$ cat src/rtl/dequantize_stage.sv
// Dequantizer for one N*N coefficient block.
// A 3-stage pipeline: S1 registers the level with its scale/shift, S2 multiplies
// and applies the QP/6 up-shift, and S3 rounds, shifts down by BDSHIFT and clips.
// QP is captured on the first beat of each block and held for the rest of it.
// Block framing is tracked by a beat counter. Short and long blocks raise a
// one-cycle len_err pulse, and the counter resynchronizes after either case.
module dequantize_stage #(
  parameter int WIDTH = 16,
  parameter int N     = 8,
  parameter int B     = 8
) (
  input  logic                    HCLK,
  input  logic                    HRESETn,
  input  logic [5:0]              qp_i,
  input  logic                    in_valid,
  output logic                    in_ready,
  input  logic signed [WIDTH-1:0] in_data,
  input  logic                    in_last,
  output logic                    out_valid,
  input  logic                    out_ready,
  output logic signed [WIDTH-1:0] out_data,
  output logic                    out_last,
  output logic                    busy,
  output logic                    len_err
);

  localparam int STAGES  = 3;
  localparam int BDSHIFT = B + $clog2(N) - 5;
  localparam int CW      = $clog2(N*N);
  // The product needs WIDTH bits plus 8 bits of scale (scale is at most 72).
  localparam int PW      = WIDTH + 8;
  // Adding 9 bits of headroom lets the product take a shift_up of up to 8.
  localparam int QW      = PW + 9;

  localparam logic [CW-1:0]        LAST_BEAT = CW'(N*N-1);
  localparam logic [5:0]           QP_MAX    = 6'd51;
  localparam logic signed [QW-1:0] RND       = QW'(2**(BDSHIFT-1));
  localparam logic signed [QW-1:0] SMAX      = QW'((2**(WIDTH-1)) - 1);
  localparam logic signed [QW-1:0] SMIN      = ~SMAX;

  typedef struct packed {
    logic [WIDTH-1:0] data;
    logic [7:0]       scale;
    logic [3:0]       shift;
    logic             last;
  } s1_t;

  function automatic logic [7:0] scale_of(input logic [5:0] qp);
    logic [5:0] rem;
    rem = qp % 6'd6;
    case (rem)
      6'd0:    scale_of = 8'd40;
      6'd1:    scale_of = 8'd45;
      6'd2:    scale_of = 8'd51;
      6'd3:    scale_of = 8'd57;
      6'd4:    scale_of = 8'd64;
      default: scale_of = 8'd72;
    endcase
  endfunction

  function automatic logic [3:0] shift_of(input logic [5:0] qp);
    shift_of = 4'(qp / 6'd6);
  endfunction

  logic [CW-1:0]        cnt;
  logic [5:0]           qp_lat;
  logic [STAGES:1]      vld_pipe;
  s1_t                  s1, s1_d;
  logic signed [QW-1:0] s2_q;
  logic                 s2_last;

  logic                 en, acc, at_end, short_blk, long_blk;
  logic [5:0]           qp_clamp, qp_use;
  logic signed [PW-1:0] data_x, scale_x, p;
  logic signed [QW-1:0] q, sum, r;
  logic [WIDTH-1:0]     sat;

  // The whole pipeline moves as one unit. It stalls only when the output is held.
  assign en       = !out_valid || out_ready;
  assign in_ready = en;
  assign acc      = in_valid && en;
  assign busy     = (cnt != '0) || (|vld_pipe);

  assign at_end    = (cnt == LAST_BEAT);
  assign short_blk = in_last && !at_end;
  assign long_blk  = at_end && !in_last;

  // The first beat of a block uses the live QP. Later beats use the latched copy.
  assign qp_clamp = (qp_i > QP_MAX) ? QP_MAX : qp_i;
  assign qp_use   = (cnt == '0) ? qp_clamp : qp_lat;

  // A long block is cut at the last beat, so last is forced there.
  assign s1_d = '{data:  in_data,
                  scale: scale_of(qp_use),
                  shift: shift_of(qp_use),
                  last:  in_last || at_end};

  // S2 math: a signed level times a positive scale, then the QP/6 up-shift.
  assign data_x  = {{(PW-WIDTH){s1.data[WIDTH-1]}}, s1.data};
  assign scale_x = {{(PW-8){1'b0}}, s1.scale};
  assign p       = data_x * scale_x;
  assign q       = {{(QW-PW){p[PW-1]}}, p} <<< s1.shift;

  // S3 math: round half up, arithmetic shift down, then clip to WIDTH.
  assign sum = s2_q + RND;
  assign r   = sum >>> BDSHIFT;

  // Saturate the rounded value into the signed output range.
  always_comb begin
    if (r > SMAX)      sat = SMAX[WIDTH-1:0];
    else if (r < SMIN) sat = SMIN[WIDTH-1:0];
    else               sat = r[WIDTH-1:0];
  end

  // Beat counter and per-block QP latch.
  always_ff @(posedge HCLK or negedge HRESETn) begin
    if (!HRESETn) begin
      cnt    <= '0;
      qp_lat <= '0;
    end else if (acc) begin
      if (cnt == '0) qp_lat <= qp_clamp;
      cnt <= (in_last || at_end) ? '0 : cnt + 1'b1;
    end
  end

  // Framing error pulse. It is registered, so it shows in the cycle after the offending accept.
  always_ff @(posedge HCLK or negedge HRESETn) begin
    if (!HRESETn) len_err <= 1'b0;
    else          len_err <= acc && (short_blk || long_blk);
  end

  // Pipeline registers. Bubbles ride along in vld_pipe and are never squeezed out.
  always_ff @(posedge HCLK or negedge HRESETn) begin
    if (!HRESETn) begin
      vld_pipe <= '0;
      s1       <= '0;
      s2_q     <= '0;
      s2_last  <= 1'b0;
      out_data <= '0;
      out_last <= 1'b0;
    end else if (en) begin
      vld_pipe <= {vld_pipe[STAGES-1:1], acc};
      s1       <= s1_d;
      s2_q     <= q;
      s2_last  <= s1.last;
      out_data <= sat;
      out_last <= vld_pipe[STAGES-1] && s2_last;
    end
  end

  assign out_valid = vld_pipe[STAGES];

endmodule

$ cat config.mk
export PLATFORM = sky130hd
export DESIGN_NAME = dequantize_stage
export DESIGN_NICKNAME = d
export VERILOG_FILES = /design/src/rtl/dequantize_stage.sv
export SDC_FILE = /design/constraint.sdc
export NUM_CORES = 1
export LEC_CHECK = 0
export CAP_MARGIN = 0
export CORE_UTILIZATION = 35
export CTS_BUF_LIST = sky130_fd_sc_hd__clkbuf_4
export DETAILED_ROUTE_END_ITERATION = 12
export SLEW_MARGIN = 20
export SYNTH_ARGS = -nofsm -noshare
export SYNTH_HDL_FRONTEND = slang
export SYNTH_SLANG_ARGS = --single-unit
$ cat constraint.sdc
create_clock -name HCLK -period 15.3 [get_ports HCLK]
set_clock_uncertainty 0.1 [all_clocks]
set_input_delay 1.53 -clock HCLK [delete_from_list [all_inputs] [get_ports HCLK]]
set_output_delay 1.53 -clock HCLK [all_outputs]
set_load 0.1 [all_outputs]
# After elaboration in Yosys (flattened, before gate mapping)
# Cells that the tools add are included.
[totals]
ff_bits = 96
out_inout_bits = 21
inputBits = 27
wordCells = 48
[op_classes]
eq_ne = 5
n_div = 2
mul = 1
addsub = 2
mux = 6
shifts = 1
n_reduce_logical = 16
magnitude_cmp = 3
[op_table]
columns = ["operator", "count"]
rows = [
  ["one-hot mux 7 bit (5 select lines)", 1],
  ["adder 33 x 7 -> 33 bit (second input constant)", 1],
  ["<<< shifter 33 x 4 -> 33 bit", 1],
  ["2-to-1 mux 16 bit", 2],
  ["greater-than comparator 27 x 16 -> 1 bit (second input constant)", 1],
  ["< comparator 27 x 16 -> 1 bit (second input constant)", 1],
  ["multiplier 16 x 9 -> 24 bit", 1],
  ["2-to-1 mux 6 bit", 3],
  ["equality test 6 x 2 -> 1 bit (second input constant)", 2],
  ["zero test 6 bit", 2],
  ["adder 6 x 1 -> 6 bit (second input constant)", 1],
  ["divider 6 x 3 -> 6 bit (second input constant)", 1],
  ["equality test 6 x 1 -> 1 bit (second input constant)", 1],
  ["equality test 6 x 3 -> 1 bit (second input constant)", 1],
  ["equality test 6 bit (second input constant)", 1],
  ["greater-than comparator 6 bit (second input constant)", 1],
  ["remainder unit 6 x 3 -> 6 bit (second input constant)", 1],
  ["nonzero test 6 bit", 1],
  ["logical AND 1 bit", 5],
  ["logical OR 1 bit", 4],
  ["zero test 1 bit", 3],
  ["OR reduction 3 bit", 1],
]

# Longest topological paths before layout
[depth]
word_depth = 6
ltp_mapped = 21
ltp_nobuf = 19

# Worst setup path after synthesis
# Ideal clock, no wire load.
[synth_path]
path_kind = "register -> register"
from = "reg s1[7] (netlist bit)"
to = "reg s2_q[13]"
n_path_buf = 2
path_stages_with_launch = 19
arrival_time_ns = 5.396
slack_ns = 9.716
path_cell_list = "dfrtp_1 clkbuf_1 clkbuf_1 nand2_1 fa_1 inv_1 fa_1 fa_1 fa_1 ha_1 a21o_1 a221oi_1 o21ai_0 mux2i_1 or3b_2 mux2_2 mux2i_1 mux2i_1 a21oi_1"
[synth_via]
elab_chain_cells = 2
[synth_rtl]
columns = ["element", "line", "rtl"]
rows = [
  ["start: declaration", "68", "s1_t s1, s1_d;"],
  ["start signal: assignment", "136", "s1 <= '0;"],
  ["start signal: assignment", "143", "s1 <= s1_d;"],
  ["multiplier 16 x 9 -> 24 bit", "101", "assign p = data_x * scale_x;"],
  ["<<< shifter 33 x 4 -> 33 bit", "102", "assign q = {{(QW-PW){p[PW-1]}}, p} <<< s1.shift;"],
  ["end signal: assignment", "144", "s2_q <= q;"],
  ["end: declaration", "69", "logic signed [QW-1:0] s2_q;"],
]
# Every way passes these cells.
# A chain may end at the register's enable or synchronous reset.

# Final worst setup path
[layout_path]
from = "reg s1[5] (netlist bit)"
to = "reg s2_q[23]"
# The elaborated chain is that of the path after synthesis.

==> flow_metrics.tcl <==
set metrics [dict create \
    status "completed" \
    timing.critical_path.buf_inv 1 \
    dr.pass1.iters 4 \
    dp_worst_setup_slack_ns 9.09 \
    antenna_found_initial 1 \
    synth.area.top_cells "dfrtp_1, fa_1, ha_1" \
    finalCritPeriodShare 0.410 \
    synth.ff_latch_count 90 \
    hold_viol_final 0 \
    fillCellCount 2870 \
    cts-root-to-sink-buffers 2 \
    area_growth_syn_to_layout_pct 9.78 \
    count_of_mapped_cells_out_of_synthesis 1119 \
    worst_slew_pin_slew_ns 1.14 \
    placementRows 61 \
    die_width_um 170 \
    routabilityCongestion 0.877 \
    postCtsHoldBufs 0 \
    top_layer_used "met4" \
    yosys.area.top_type "dfrtp_1" \
    synthesis.nets 1284 \
    detailed_place.area_um2 10600 \
    yosys_warnings 0 \
    timing.fmax_mhz 159 \
    cts-root-buf "clkbuf_4" \
    worstSetupPathType "flip-flop to flip-flop" \
    critPathArrivalTime_ns 6.58 \
    setup-tns-final_ns 0 \
    worstPathRequired_ns 15.61 \
    post-route-drc-count 0 \
    synth_edf_count 0 \
    layout.nets 1293 \
    slew_headroom 0.242 \
    synthFlopType "dfrtp_1" \
    finalWirelength_um 24400 \
    effective_utilization_at_floorplan 0.355 \
    tritoncts_num_sinks 90 \
    holdCritPathClass "flip-flop to flip-flop" \
    tritoncts "done" \
    max_cap_violations 0 \
    design.portCount 48 \
    critical_path.top_delay_family "adder cells" \
    cts.clk_slew.worst_paths_ns 0.18 \
    global_route_usage_over_all_layers 0.183 \
    report.final.slew_viol_count 0 \
    via_count_of_the_first_global_routing_pass 8225 \
    met2WireLength_um 11500 \
    total_met3_wirelength_after_detailed_routing_um 572 \
    endpoint_kind "flip-flop" \
    antenna_left 0 \
    synth_largest_type_area_fraction 0.228 \
    final_layout_size_suffix_gt1_frac 0.0600 \
    synth-seq-area-share 0.228 \
    rsz0062_at_grt "false" \
    netlist_area_um2 9860 \
    finished_layout_cell_area_um2 10800 \
    grt_first_pass_wirelength_um 42300 \
    post-route-min-period_ns 6.27 \
    crit_path_max_incr_delay_ns 0.85 \
    synth.lib_cells_used.distinct 83 \
    crit_path_cell_trace "nand2_1 -> inv_1 -> fa_1 -> fa_1 -> fa_1 -> fa_1 -> ha_1 -> and3_1 -> a311oi_1 -> o21ai_0 -> a41o_1 -> a311oi_1 -> a21oi_1 -> and3_1 -> a211o_1" \
    post_drt_wl_per_cell_um 16.1 \
    critical_path.startpoint_type "flip-flop" \
    port_buffers 47 \
    wl_met1_um 11800 \
    first_iter_violations 640 \
    vias 8036 \
    die_height_um 170 \
    vias_per_cell 5.31 \
    path_common_cell "fa_1" \
    setup_viol 0 \
    worst_hold_slack_ns 0.392 \
    post_cts_resize_count 0 \
    post-dp-hpwl_um 18400 \
    grt_max_degree 71 \
    grt_remaining_overflow 0 \
    cts-htree-levels 3 \
    cts.repair_timing.setup_buffer_count 0 \
    skew_pair_late_insertion_delay_ns 0.49 \
    die_area_um2 28900 \
    critical_path.max_fanout 18 \
    cts_made_buffers 9 \
    worst_path_max_delay_cell "dfrtp_1" \
    ys_async_sr_fraction 1.00 \
    core_area_um2 27800 \
    fin_ws_ns 9.03 \
    syn_area_per_cell_um2 8.82 \
]
[layout make-up]
| class | count | area, um2 | area share |
|---|---|---|---|
| Sequential cell | 90 | 2250 | 0.208 |
| Timing Repair Buffer | 52 | 505 | 0.0467 |
| Antenna cell | 1 | 2.50 | 0.000231 |
| Clock buffer | 9 | 67.6 | 0.00624 |
| Tap cell | 378 | 473 | 0.0437 |
| Multi-Input combinational cell | 893 | 7100 | 0.655 |
| Inverter | 82 | 308 | 0.0284 |
| Clock inverter | 7 | 123 | 0.0113 |
[synthesized netlist by cell type, drive strengths merged, types with 10 or more instances]
library cell and instances:
a21oi 49, and2 72, and3 16, buf 10, clkbuf 44, dfrtp 90, fa 84, ha 54
inv 82, mux2 15, mux2i 32, nand2 177, nand2b 12, nand3 24, nand4 12, nor2 69
nor3 15, o21ai 46, o22a 14, o22ai 13, o31ai 10, xnor2 24, xor2 18
[worst reg2reg max path, stage by stage, from the launching register on]
cell,delay [ns]
dfrtp_1,0.85
nand2_1,0.22
inv_1,0.15
fa_1,0.58
fa_1,0.62
fa_1,0.45
fa_1,0.49
ha_1,0.40
and3_1,0.25
a311oi_1,0.37
o21ai_0,0.27
a41o_1,0.32
a311oi_1,0.40
a21oi_1,0.18
and3_1,0.27
a211o_1,0.26
[state kept, by name (all words and copies together), names as in the netlist]
name and cells:
out_data 16, len_err 1, s2_q 28, s1 12
qp_lat 6, data_x 16, s2_last 1, out_last 1
vld_pipe 3, cnt 6
[final timing paths]
kind,startpoint,end,slack (ns),cells after the start
worst min-delay path,s2_last$_DFFE_PN0N_,s2_last$_DFFE_PN0N_,0.39,2
min in group asynchronous,HRESETn,data_x[3]$_DFFE_PN0N_,0.81,1
worst min register to register,s2_last$_DFFE_PN0N_,s2_last$_DFFE_PN0N_,0.39,2
worst max register to register,s1[5]$_DFFE_PN0N_,s2_q[23]$_DFFE_PN0N_,9.03,15
worst max-delay path,s1[5]$_DFFE_PN0N_,s2_q[23]$_DFFE_PN0N_,9.03,15
max in group asynchronous,HRESETn,s1[3]$_DFFE_PN0N_,13.02,2
[layer usage]
metal  track usage  vias up
met3        0.0147       26
met2         0.302      135
li1              -     3890
met1         0.254     3985
met4        0.0552        0
met5             0        -
[kinds of logic after synthesis]
group	synth area share
compound gates	0.168
xor+xnor	0.0396
fa+ha+maj	0.239
buf+inv	0.0537
flops	0.228
mux	0.0576
simple gates	0.214
[metrics by stage]
stage	utilization	cells
2_1_floorplan	-	1119
3_3_place_gp	0.383	1495
3_5_place_dp	0.383	1495
4_1_cts	0.389	1511
5_1_grt	0.390	1512
6_report	0.390	1512
[cell usage in the layout (no fill, tap or decap), types with 4 or more instances in the layout]
master / count
buf_4: 6
fa_1: 84
nor2b_1: 6
nor3_1: 13
nand4_1: 12
dfrtp_1: 90
nand2b_1: 12
o21ai_0: 45
a21o_1: 9
inv_1: 81
xnor2_1: 24
a21oi_1: 49
a31oi_1: 6
o211ai_1: 8
a22o_1: 8
nand2_1: 177
clkdlybuf4s50_1: 46
and4_1: 4
o2bb2ai_1: 4
o21a_1: 8
o221ai_1: 5
clkbuf_4: 9
and2_1: 72
mux2_2: 13
o21bai_1: 4
or2_2: 5
o22a_1: 14
a211oi_1: 6
nand3_1: 24
nor2_1: 67
xor2_1: 18
o22ai_1: 13
mux2i_1: 31
o31ai_1: 9
and3_1: 16
ha_1: 54
or4_1: 4
Power is left out: the tool's default activity adds up to more than one toggle a clock period on the data nets, which glitch-free logic cannot reach.
